<file path="src/rtl/spi_master_tx.sv">
// spi_master_tx: SPI initiator that sends one register-access frame (control, address, data) per command.
module spi_master_tx #(
    parameter int CLK_DIV = 4
) (
    input  logic        wb_clk_i,
    input  logic        wb_rst_i,
    input  logic        cmd_start,
    input  logic        cmd_wrn,
    input  logic [3:0]  cmd_select,
    input  logic [18:0] cmd_address,
    input  logic [31:0] cmd_wdata,
    output logic        busy,
    output logic        done,
    output logic        error,
    output logic [31:0] rdata,
    output logic        sclk,
    output logic        nss,
    output logic        mosi,
    input  logic        miso
);
    localparam logic [3:0] WB_FULL_WORD       = 4'b1111;
    localparam logic [3:0] WB_UPPER_HALF_WORD = 4'b1100;
    localparam logic [3:0] WB_LOWER_HALF_WORD = 4'b0011;
    localparam logic [3:0] WB_BYTE_0          = 4'b0001;
    localparam logic [3:0] WB_BYTE_1          = 4'b0010;
    localparam logic [3:0] WB_BYTE_2          = 4'b0100;
    localparam logic [3:0] WB_BYTE_3          = 4'b1000;
    localparam logic [2:0] S_IDLE  = 3'd0;
    localparam logic [2:0] S_SETUP = 3'd1;
    localparam logic [2:0] S_SHIFT = 3'd2;
    localparam logic [2:0] S_HOLD  = 3'd3;
    localparam logic [2:0] S_GAP   = 3'd4;
    localparam logic [7:0] PRE_MAX = 8'(CLK_DIV - 1);

    logic [2:0]  state_q, state_d;
    logic [7:0]  pre_q, pre_d;
    logic [5:0]  bit_q, bit_d;
    logic [63:0] tx_q, tx_d;
    logic [31:0] rx_q, rx_d, rdata_q, rdata_d;
    logic [3:0]  sel_q, sel_d;
    logic        wrn_q, wrn_d, busy_q, busy_d, done_q, done_d, error_q, error_d;
    logic        sclk_q, sclk_d, nss_q, nss_d, mosi_q, mosi_d;
    logic        legal, tick;
    logic [5:0]  last;
    logic [31:0] lane_tx, lane_rx;

    assign legal = cmd_select inside {WB_FULL_WORD, WB_UPPER_HALF_WORD, WB_LOWER_HALF_WORD,
                                      WB_BYTE_0, WB_BYTE_1, WB_BYTE_2, WB_BYTE_3};
    assign tick  = pre_q == PRE_MAX;
    assign last  = sel_q == WB_FULL_WORD ? 6'd63 :
                   (sel_q == WB_UPPER_HALF_WORD || sel_q == WB_LOWER_HALF_WORD) ? 6'd47 : 6'd39;

    // Write lane is left-aligned so its MSB follows the address bytes directly.
    always_comb begin
        lane_tx = '0;
        case (cmd_select)
            WB_FULL_WORD:       lane_tx = cmd_wdata;
            WB_UPPER_HALF_WORD: lane_tx = {cmd_wdata[31:16], 16'h0};
            WB_LOWER_HALF_WORD: lane_tx = {cmd_wdata[15:0], 16'h0};
            WB_BYTE_0:          lane_tx = {cmd_wdata[7:0], 24'h0};
            WB_BYTE_1:          lane_tx = {cmd_wdata[15:8], 24'h0};
            WB_BYTE_2:          lane_tx = {cmd_wdata[23:16], 24'h0};
            WB_BYTE_3:          lane_tx = {cmd_wdata[31:24], 24'h0};
            default:            lane_tx = '0;
        endcase
    end

    always_comb begin
        lane_rx = '0;
        case (sel_q)
            WB_FULL_WORD:       lane_rx = rx_q;
            WB_UPPER_HALF_WORD: lane_rx = {rx_q[15:0], 16'h0};
            WB_LOWER_HALF_WORD: lane_rx = {16'h0, rx_q[15:0]};
            WB_BYTE_1:          lane_rx = {16'h0, rx_q[7:0], 8'h0};
            WB_BYTE_2:          lane_rx = {8'h0, rx_q[7:0], 16'h0};
            WB_BYTE_3:          lane_rx = {rx_q[7:0], 24'h0};
            default:            lane_rx = {24'h0, rx_q[7:0]};
        endcase
    end

    always_comb begin
        state_d = state_q;
        pre_d   = state_q == S_IDLE ? pre_q : (tick ? 8'd0 : pre_q + 8'd1);
        bit_d   = bit_q;
        tx_d    = tx_q;
        rx_d    = rx_q;
        rdata_d = rdata_q;
        sel_d   = sel_q;
        wrn_d   = wrn_q;
        busy_d  = busy_q;
        done_d  = 1'b0;
        error_d = 1'b0;
        sclk_d  = sclk_q;
        nss_d   = nss_q;
        mosi_d  = mosi_q;
        case (state_q)
            S_IDLE: if (cmd_start) begin
                if (legal) begin
                    state_d = S_SETUP;
                    bit_d   = '0;
                    sel_d   = cmd_select;
                    wrn_d   = cmd_wrn;
                    tx_d    = {cmd_wrn, cmd_select, cmd_address, cmd_wrn ? {lane_tx, 8'h00} : 40'h0};
                    mosi_d  = cmd_wrn;
                    busy_d  = 1'b1;
                    nss_d   = 1'b0;
                end else error_d = 1'b1;
            end
            S_SETUP: if (tick) state_d = S_SHIFT;
            S_SHIFT: if (tick) begin
                sclk_d = !sclk_q;
                if (sclk_q) begin
                    // Read data occupies the falling edges ending bits 31 .. last-1.
                    if (!wrn_q && bit_q >= 6'd31 && bit_q != last) rx_d = {rx_q[30:0], miso};
                    if (bit_q == last) begin
                        state_d = S_HOLD;
                        mosi_d  = 1'b0;
                    end else begin
                        bit_d  = bit_q + 6'd1;
                        tx_d   = tx_q << 1;
                        mosi_d = tx_q[62];
                    end
                end
            end
            S_HOLD: if (tick) begin
                state_d = S_GAP;
                nss_d   = 1'b1;
                bit_d   = '0;
            end
            S_GAP: if (tick) begin
                if (bit_q[0]) begin
                    state_d = S_IDLE;
                    done_d  = 1'b1;
                    busy_d  = 1'b0;
                    rdata_d = wrn_q ? rdata_q : lane_rx;
                end else bit_d = 6'd1;
            end
            default: state_d = S_IDLE;
        endcase
    end

    always_ff @(posedge wb_clk_i or posedge wb_rst_i) begin
        if (wb_rst_i) begin
            state_q <= S_IDLE;
            pre_q   <= '0;
            bit_q   <= '0;
            tx_q    <= '0;
            rx_q    <= '0;
            rdata_q <= '0;
            sel_q   <= '0;
            wrn_q   <= 1'b0;
            busy_q  <= 1'b0;
            done_q  <= 1'b0;
            error_q <= 1'b0;
            sclk_q  <= 1'b0;
            nss_q   <= 1'b1;
            mosi_q  <= 1'b0;
        end else begin
            state_q <= state_d;
            pre_q   <= pre_d;
            bit_q   <= bit_d;
            tx_q    <= tx_d;
            rx_q    <= rx_d;
            rdata_q <= rdata_d;
            sel_q   <= sel_d;
            wrn_q   <= wrn_d;
            busy_q  <= busy_d;
            done_q  <= done_d;
            error_q <= error_d;
            sclk_q  <= sclk_d;
            nss_q   <= nss_d;
            mosi_q  <= mosi_d;
        end
    end

    assign busy  = busy_q;
    assign done  = done_q;
    assign error = error_q;
    assign rdata = rdata_q;
    assign sclk  = sclk_q;
    assign nss   = nss_q;
    assign mosi  = mosi_q;
endmodule

</file>
<file path="config.mk">
export PLATFORM = sky130hd
export DESIGN_NAME = spi_master_tx
export DESIGN_NICKNAME = d
export VERILOG_FILES = /design/src/rtl/spi_master_tx.sv
export SDC_FILE = /design/constraint.sdc
export NUM_CORES = 1
export LEC_CHECK = 0
export BUFFER_PORTS_ARGS = -buffer_cell sky130_fd_sc_hd__buf_2
export CAP_MARGIN = 25
export CELL_PAD_IN_SITES_DETAIL_PLACEMENT = 1
export CELL_PAD_IN_SITES_GLOBAL_PLACEMENT = 1
export CORE_ASPECT_RATIO = 0.8
export CORE_MARGIN = 5
export CORE_UTILIZATION = 30
export DETAILED_ROUTE_END_ITERATION = 8
export PLACE_DENSITY = 0.59
export RECOVER_POWER = 50
export SKIP_CTS_REPAIR_TIMING = 1
export SYNTH_ARGS = -nofsm -noshare
export SYNTH_HDL_FRONTEND = slang
export SYNTH_SLANG_ARGS = --single-unit
</file>
<file path="constraint.sdc">
create_clock -name wb_clk_i -period 4.8 [get_ports wb_clk_i]
set_input_delay 0.48 -clock wb_clk_i [delete_from_list [all_inputs] [get_ports wb_clk_i]]
set_output_delay 0.48 -clock wb_clk_i [all_outputs]
set_load 0.01 [all_outputs]
</file>
## Word level (Yosys, flattened, before mapping)

Cells that the tools add are included.
W data, S select, Z words.

| storage, ports and cells | value |
|---|---|
| flip-flop bits (word level) | 155 |
| output and inout bits | 38 |
| bits of input ports | 60 |
| word-level logic and storage cells | 124 |

| operators by class | value |
|---|---|
| add/sub/neg operators | 2 |
| bitwise operators | 1 |
| order comparisons | 1 |
| reduce and logical (&&, ||, !) cells | 22 |
| eq/ne operators | 31 |
| mux-type cells | 52 |

Operator list:

| kind | count |
|---|---|
| $mux W63 | 5 |
| $pmux W32 S7 | 1 |
| $pmux W32 S6 | 1 |
| $pmux W63 S2 | 1 |
| $mux W6 | 8 |
| $mux W40 | 1 |
| $mux W3 | 9 |
| $eq A4 B4 Y1 const B | 6 |
| $pmux W6 S4 | 1 |
| $ne A2 B2 Y1 const B | 11 |
| $mux W1 | 18 |
| $reduce_and A9 Y1 | 2 |
| $eq A4 B2 Y1 const B | 4 |
| $pmux W3 S5 | 1 |
| $reduce_and A4 Y1 | 3 |
| $reduce_and A5 Y1 | 2 |
| $add A8 B1 Y8 const B | 1 |
| $eq A4 B3 Y1 const B | 2 |
| $eq A8 B2 Y1 const B | 1 |
| $mux W8 | 1 |
| $reduce_and A8 Y1 | 1 |
| $reduce_bool A7 Y1 | 1 |
| $add A6 B1 Y6 const B | 1 |
| $eq A3 B2 Y1 const B | 2 |
| 19 further kinds | 25 |

## Longest topological paths before layout

Gate-level depths: netlist of run 1.

| logic depth | value |
|---|---|
| word-level depth | 9 |
| gate-level depth with buffers | 9 |
| gate-level depth less buffers | 6 |

## Least setup slack after synthesis of run 1

No wires, ideal clock.

| path | value |
|---|---|
| path kind | register to register |
| start point | register sel_q[1] |
| end point | register tx_q[10] |
| period minus slack after synthesis | 2394 ps |
| buffers on the path | 2 |
| data required time | 4675 ps |
| stages on the path, launching flop included | 8 |
| arrival | 2269 ps |
| setup slack | 2406 ps |
| setup time | 125 ps |
| cell sequence | dfrtp_1 -> buf_4 -> xnor2_1 -> a311o_1 -> a211o_1 -> o221ai_4 -> buf_6 -> mux2_2 |

| on the way | value |
|---|---|
| cells in the longest elaborated chain, start to end | 7 |
| elaborated cells between the ends (all ways) | 9 |
| those cells by class | eq/ne: 5; mux: 2; reduce/logical: 2 |

RTL lines:

| item | RTL line | text |
|---|---|---|
| start, declared | 40 | `logic [3:0] sel_q, sel_d;` |
| start signal, assigned | 165 | `sel_q <= sel_d;` |
| $eq A4 B4 Y1 or $eq A4 B2 Y1 (tied branches) | 51 | `(sel_q == WB_UPPER_HALF_WORD \|\| sel_q == WB_LOWER_HALF_WORD) ? 6'd47 : 6'd39;` |
| $logic_or A1 B1 Y1 | 51 |  |
| $mux W4 | 51 |  |
| $mux W5 * | 50 | `assign last = sel_q == WB_FULL_WORD ? 6'd63 :` |
| $eq A6 B6 Y1 * | 115 | `if (bit_q == last) begin` |
| $ne A2 B2 Y1 (no source line) * | n/a |  |
| $reduce_and A6 Y1 (no source line) * | n/a |  |
| end signal, assigned | 162 | `tx_q <= tx_d;` |
| end, declared | 38 | `logic [63:0] tx_q, tx_d;` |

Mark *: on every way between the ends. The rest lies on a longest branch, timed or not.
A chain may end at the register's enable or synchronous reset.

## Worst setup path after layout of run 1

| path | value |
|---|---|
| start point | register sel_q[1] |
| end point | register tx_q[14] |

Same word-level chain as after synthesis.

==> qor.txt, run 1 <==
Reg power frac -> 42.7%
Router iterations before antenna repair -> 5
Min Tclk post-route -> 3.20 ns
Sw Pwr -> 0.00135 W
Die area -> 0.0277 sq mm
Share of layout cells above drive strength 1 -> 27.4%
Part of the power in the clock network -> 34.2%
Actual slew at the worst max-slew pin -> 3.17 ns
I/O pin count -> 98
Vias in the first global route -> 5887
Total GRT Usage -> 15.2%
CTS root buf -> clkbuf_16
Post-Synthesis Cells -> 701
Routability cong. -> 0.769
Final-report setup violation count -> 0
Final Skew -> 0.0191 ns
Antenna-violating nets left -> 0
Critical Path AT -> 3.52 ns
Global-route wire length before repair -> 33.4 mm
Synth cell types -> 58
Internal Pwr Total -> 0.00255 W
Insertion delay to the later sink of the worst-skew pair -> 0.43 ns
Peak supply drop -> 258 uV
Avg Synthesized Cell Area -> 10.5 sq um
Post-DP Area -> 0.00808 sq mm
XOR/XNOR Fraction of Synth Area -> 1.19%
NumNets Final -> 845
Compound-Gate Fraction of Synth Area -> 15.6%
DIE HEIGHT -> 150 microns
Cell count of the worst reg-to-reg path -> 6
Hpwl dp -> 14.1 mm
Largest net degree at the start of global routing -> 71
Buffers on Ports -> 97
Vias -> 5736
Crit path to -> tx_q[14]
Fin. max-slew vios -> 71
WHS Path Cells -> 2
Std-Cell Rows -> 51
Gr ovfl total -> 0
DR iter-0 viols -> 384
RSZ-0062 raised after global routing -> false
CTS tree -> yes
Critical path class -> register to register
Final Instance Area -> 0.00864 sq mm
Main area contributors after synthesis -> dfrtp_1 (50%), mux2_2 (14%), nand2_1 (6.9%), o21ai_0 (3.6%), a22oi_1 (2.5%)
Fin. Hold Viols -> 0
Commonest non-fill, non-tap cells in the layout -> dfrtp_1 (146), nand2_1 (135), mux2_2 (89)
Data required, critical path -> 5.12 ns
Adder-cell share of the synthesized area -> 0.341%
Logic pwr share -> 23.1%
CTS sink cnt -> 147
Main synth FF type -> dfrtp_1
Commonest non-fill, non-tap cell in the layout -> dfrtp_1
Seq/Total Area, Yosys -> 50.1%
P&R area growth vs syn -> 17.7%
Fin crit share -> 66.6%
Reg2reg end -> tx_q[14]
Syn Std Cell Area -> 0.00734 sq mm
Post-synthesis mux area share -> 14.7%
Number of flops mapped to enable cells by yosys -> 0
Setup_tns -> 0 ns
Final WL -> 20.5 mm
Worst min-delay path class -> primary input to register
H-tree depth -> 4
Reg2reg start -> sel_q[1]
Simple-gate share of the synthesized area -> 14.2%
Yosys top cell by area -> dfrtp_1
Core area -> 0.0242 sq mm
CTS Buf Count -> 17
MaxCap Viol Count -> 1
R2r setup slk -> 1.60 ns
Outcome -> finished, violations left
Seq cells post-synth -> 147
Antenna cells -> 0
Sw frac -> 34.7%
Startpoint types -> register
Leakage Power -> 3.95 nW
Detailed-route DRC error count -> 0
Clock transition at path regs -> 0.08 ns
Fill cell count -> 2769
Synthesis warning total -> 0
Crit end category -> register
Post-synth top area share -> 49.8%
Vias per cell -> 5.15
Wire per inst -> 18.4 microns
Failing checks -> capacitance limit, slew limit
Die W -> 185 microns
Max-slew headroom -> -113%
CP startpoint -> sel_q[1]
Initial antenna violation count -> 0
CP Max Fanout -> 55
Initial core utilization -> 30.3%
Largest family of logic cells by synthesized area -> compound AO/OA/AOI/OAI gates
Pwr dens -> 451 mW/mm^2
Maximum clock path buffer count -> 2
Worst Hold Launch -> miso
F_max -> 0.313 GHz
Synth async-reset ratio -> 100%
Post-Syn Nets -> 763
## per-stage QoR
| step | cells | setup WS (ns) | hold slack [ns] | utilization (%) | total power [W] |
|---|---|---|---|---|---|
| CTS | 1113 | 1.53 | 0.182 | 35.7 | 0.00396 |
| global route | 1114 | 0.957 | 0.280 | 35.6 | 0.00414 |
| finish | 1114 | 1.60 | 0.295 | 35.6 | 0.00390 |
| detailed placement | 1081 | 1.54 | 0.470 | 33.3 | 0.00261 |
| floorplan | 701 | 0.370 | 0.446 | - | 0.00235 |
| global placement | 1080 | 1.61 | 0.461 | 33.3 | 0.00258 |
## worst max-delay path, stage by stage (launching register included)
cell	delay (ns)
dfrtp_1	0.54
and4_1	0.71
xor2_1	0.20
a211o_1	0.37
o221ai_4	0.21
buf_4	0.61
mux2_2	0.42
## synthesized netlist by cell type (all sizes together), types with 2 or more instances
library cell,count
a211oi,6
xor2,4
a211o,2
nand4bb,5
and3,5
a22oi,24
xnor2,6
and2,3
nor3,7
a222oi,11
nor3b,3
ha,2
nor2,19
a41oi,2
o21ai,53
mux2,92
dfrtp,146
nand2b,2
or2,2
a22o,18
nand3b,5
or3b,2
a32o,6
a21oi,12
clkbuf,29
a21o,4
nand3,21
mux2i,4
o221ai,2
nand4,3
inv,17
buf,15
o31ai,11
nor4b,4
nand2,135
nor2b,3
## per-layer routing
layer | wire, microns | up-vias | GRT usage [%]
met4 | 184 | 0 | 3.85
li1 | - | 2712 | -
met3 | 648 | 10 | 2.75
met2 | 9300 | 72 | 22.9
met5 | 0 | - | 0
met1 | 10300 | 2942 | 22.5
## registers in the layout, summed over array words and instances (netlist names), 3 cells and up
register	flops
bit_q	6
state_q	3
pre_q	8
tx_q	55
rx_q	32
rdata	32
sel_q	4
## worst min path at each step
stage                endpoint
floorplan            pre_q[7]
global placement    rdata[18]
detailed placement  rdata[24]
finish                rx_q[0]
global route          rx_q[0]
CTS                     wrn_q
## power groups by stage
| stage | sequential, W | clock, W | combinational, W |
|---|---|---|---|
| floorplan | 0.00160 | 0 | 0.000753 |
| detailed placement | 0.00169 | 0 | 0.000918 |
| global route | 0.00171 | 0.00142 | 0.00101 |
| CTS | 0.00167 | 0.00138 | 0.000922 |
| finish | 0.00166 | 0.00133 | 0.000902 |
| global placement | 0.00168 | 0 | 0.000900 |
## cells by family (layout without fill, tap and decap cells)
| family | Yosys count | count (layout) |
|---|---|---|
| AND/OR/NAND/NOR | 224 | 224 |
| XOR/XNOR | 10 | 10 |
| adder cells (fa/ha/maj) | 2 | 2 |
| flip-flops | 147 | 147 |
| AO/OA/AOI/OAI | 161 | 161 |
| buffers and inverters | 61 | 156 |
| multiplexers | 96 | 96 |
## cell type report
| type | count | area, sq um | share of cell area [%] |
|---|---|---|---|
| sequential | 147 | 3680 | 42.6 |
| inverter | 17 | 65.1 | 0.753 |
| clock buffer | 17 | 425 | 4.92 |
| multi-input combinational | 493 | 3380 | 39.1 |
| tap | 318 | 398 | 4.61 |
| clock inverter | 15 | 163 | 1.88 |
| timing repair buffer | 107 | 527 | 6.10 |
Note: power is estimated with default switching activity, not from simulation.
==> inputs of run 2 (changes only) <==
- ABC_AREA: not set -> 1
- PLACE_DENSITY: 0.59 -> 0.62
- clock period: 4.8 -> 3.3 ns (I/O delays scaled with it)
==> run 2 against run 1 <==
Compared with the run above: the flow still finishes with violations (capacitance limit, slew limit); die area up 0.90%; cell count rose by 26%; clock skew rose by 0.00076 ns; sequential cell count stayed put; non-clock buffer count unchanged; global-route usage grew 0.79 points; largest power group unchanged.
==> qor.txt, run 2 <==
Outcome -> finished, violations left
Failing checks -> capacitance limit, slew limit
Setup_tns -> 0 ns (unchanged)
Routability cong. -> 0.836 (+8.7%)
NumNets Final -> 1139 (+35%)
Reg2reg start -> sel_q[1]
Synthesis warning total -> 0 (unchanged)
Max reg flops -> 55 (unchanged)
DIE HEIGHT -> 151 microns (+0.44%)
Min Tclk post-route -> 2.29 ns (-0.909 ns)
Antenna-violating nets left -> 0 (unchanged)
Yosys top cell by area -> dfrtp_1
Commonest non-fill, non-tap cells in the layout -> nand2_1 (455), dfrtp_1 (146), buf_2 (78)
Post-synth top cells -> nand2_1 (455), dfrtp_1 (146), o21ai_0 (71)
Gr ovfl total -> 0 (unchanged)
Met1 WL -> 11.7 mm (+13%)
Final Instance Area -> 0.00878 sq mm (+1.7%)
Worst min-delay path class -> primary input to asynchronous set/reset pin
Pwr dens -> 685 mW/mm^2 (+52%)
Die area -> 0.0280 sq mm (+0.90%)
Sw frac -> 38.6% (+3.9 points)
Largest net degree at the start of global routing -> 73 (+2.8%)
Synth cell types -> 33 (-43%)
MaxCap Viol Count -> 1 (unchanged)
CTS sink cnt -> 147 (unchanged)
CP startpoint -> sel_q[1]
I/O pin count -> 98 (unchanged)
Register name with the most flops -> tx_q
Clock transition at path regs -> 0.07 ns (about the same)
Fin. Hold Viols -> 0 (unchanged)
Fin crit share -> 69.4% (+2.7 points)
Fill cell count -> 3010 (+8.7%)
R2r setup slk -> 1.01 ns (-0.59 ns)
Wire per inst -> 15.7 microns (-15%)
Post-DP Area -> 0.00821 sq mm (+1.6%)
Commonest non-fill, non-tap cell in the layout -> nand2_1
Hold slack -> 0.159 ns (-0.136 ns)
Post-Syn Nets -> 1048 (+37%)
DR iter-0 viols -> 376 (-2.1%)
Actual slew at the worst max-slew pin -> 1.67 ns (-1.50 ns)
Fin. max-slew vios -> 31 (-56%)
H-tree depth -> 4 (unchanged)
Avg Synthesized Cell Area -> 7.51 sq um (-28%)
Post-Synthesis Cells -> 986 (+41%)
CTS Buf Count -> 17 (unchanged)
Insertion delay to the later sink of the worst-skew pair -> 0.43 ns (about the same)
Global-route wire length before repair -> 35.6 mm (+6.5%)
Maximum clock path buffer count -> 2 (unchanged)
Critical Path AT -> 2.59 ns (-0.93 ns)
Max-slew headroom -> -11.5% (+100 points)
CP Max Fanout -> 44 (-20%)
Initial core utilization -> 30.5% (+0.21 points)
Final WS setup -> 1.01 ns (-0.591 ns)
Die W -> 186 microns (+0.45%)
Data required, critical path -> 3.60 ns (-1.52 ns)
Peak supply drop -> 468 uV (+82%)
Leakage Power -> 4.45 nW (+13%)
Metal2 WL -> 9.39 mm (+0.96%)
Vias in the first global route -> 6666 (+13%)
Final-report setup violation count -> 0 (unchanged)
Core area -> 0.0243 sq mm (+0.26%)
Final WL -> 22.1 mm (+7.8%)
Number of flops mapped to enable cells by yosys -> 0 (unchanged)
Sw Pwr -> 0.00232 W (+72%)
Startpoint types -> register
F_max -> 0.437 GHz (+40%)
Logic pwr share -> 27.9% (+4.8 points)
DR WL met3 -> 709 microns (+9.4%)
Initial antenna violation count -> 1 (+1)
Seq cells post-synth -> 147 (unchanged)
Buffers on Ports -> 97 (unchanged)
Part of the power in the clock network -> 33.6% (-0.6 points)
Detailed-route DRC error count -> 0 (unchanged)
Hpwl dp -> 15.2 mm (+8.4%)
Main area contributors after synthesis -> dfrtp_1 (49%), nand2_1 (23%), o21ai_0 (4.8%), inv_1 (3.5%), nand3_1 (3.0%)
Total GRT Usage -> 16.0% (+0.79 points)
Vias -> 6606 (+15%)
Internal Pwr Total -> 0.00370 W (+45%)
Synth async-reset ratio -> 100% (unchanged)
Crit end category -> register
Cell count of the worst reg-to-reg path -> 9 (+3)
Post-synth top area share -> 49.3% (-0.47 points)
Reg2reg end -> rx_q[25]
Final Util -> 36.1% (+0.50 points)
Reg power frac -> 38.5% (-4.2 points)
RSZ-0062 raised after global routing -> false
Crit path to -> rx_q[25]
Top Metal Used -> met5
Vias per cell -> 4.69 (-8.9%)
CTS tree -> yes
Pre-CTS setup slack -> 1.01 ns (-0.535 ns)
Final Skew -> 0.0198 ns (+0.000762 ns)
Most frequent cell after synthesis -> nand2_1
Syn Std Cell Area -> 0.00741 sq mm (+0.95%)
Share of layout cells above drive strength 1 -> 14.3% (-13 points)
P&R area growth vs syn -> 18.6%
Main synth FF type -> dfrtp_1
Antenna cells -> 0 (unchanged)
Seq/Total Area, Yosys -> 49.7% (-0.47 points)
Std-Cell Rows -> 51 (unchanged)
Critical path class -> register to register
Router iterations before antenna repair -> 4 (-1)
CTS root buf -> clkbuf_16
[run 2: cell count changes after synthesis, moves of 12 or more]
cell | previous run | this run
nand2_1 | 135 | 455
mux2_2 | 89 | 8
inv_1 | 17 | 70
a22oi_1 | 24 | 0
nand3_1 | 21 | 45
clkbuf_1 | 29 | 7
nor2_1 | 19 | 40
a22o_1 | 18 | 0
o21ai_0 | 53 | 71
buf_2 | 6 | 23
o22ai_1 | 0 | 17
o21ai_1 | 0 | 16
a21oi_1 | 12 | 24
[run 2: final cells by class]
cell class / count / area (sq um) / share of cell area (%)
sequential: 147 / 3680 / 41.9
tap: 318 / 398 / 4.53
timing repair buffer: 107 / 567 / 6.45
clock inverter: 15 / 183 / 2.08
multi-input combinational: 727 / 3240 / 36.9
inverter: 77 / 290 / 3.30
clock buffer: 17 / 425 / 4.84
[run 2: logic make-up (layout without fill, tap and decap cells)]
kind of cell | count (synthesis) | count (layout) | share of synthesized area (%)
adder cells (fa/ha/maj) | 2 | 2 | 0.338
AO/OA/AOI/OAI | 133 | 133 | 9.47
flip-flops | 147 | 147 | 49.7
AND/OR/NAND/NOR | 580 | 580 | 32.3
XOR/XNOR | 4 | 4 | 0.473
multiplexers | 8 | 8 | 1.22
buffers and inverters | 112 | 216 | 6.57
[run 2: power groups by stage]
stage / sequential [W] / combinational (W) / clock [W]
after detailed placement: 0.00235 / 0.00170 / 0
after global placement: 0.00235 / 0.00168 / 0
after CTS: 0.00232 / 0.00171 / 0.00208
final: 0.00232 / 0.00168 / 0.00202
after global routing: 0.00236 / 0.00191 / 0.00215
after floorplan: 0.00231 / 0.00124 / 0
[run 2: metal layers]
| metal | global-route usage [%] | up-vias |
|---|---|---|
| met5 | 0 | - |
| met4 | 4.52 | 2 |
| met3 | 2.66 | 22 |
| met2 | 23.9 | 95 |
| met1 | 23.8 | 3182 |
| li1 | - | 3305 |
[run 2: worst max-delay path, stage by stage (launching register included)]
cell     delay [ns]
dfrtp_1        0.42
nor2_1         0.24
nand2_1        0.19
nand3_1        0.12
nand2_1        0.10
nand2_1        0.18
nand3_2        0.41
buf_12         0.35
nand2_1        0.08
o21ai_0        0.07
[run 2: worst min path at each step]
stage / from / endpoint / slack [ns] / cells after the start
finish: wb_rst_i / rdata[19] / 0.16 / 2
global route: miso / rx_q[0] / 0.16 / 3
global placement: wb_rst_i / rdata[17] / 0.45 / 2
CTS: wb_rst_i / busy / -0.009 / 2
detailed placement: wb_rst_i / pre_q[4] / 0.45 / 2
floorplan: pre_q[7] / pre_q[7] / 0.45 / 1
[run 2: per-stage QoR]
stage / power (W) / instances
after floorplan: 0.00355 / 986
after global placement: 0.00403 / 1376
after detailed placement: 0.00405 / 1376
after CTS: 0.00611 / 1408
after global routing: 0.00642 / 1408
final: 0.00601 / 1408
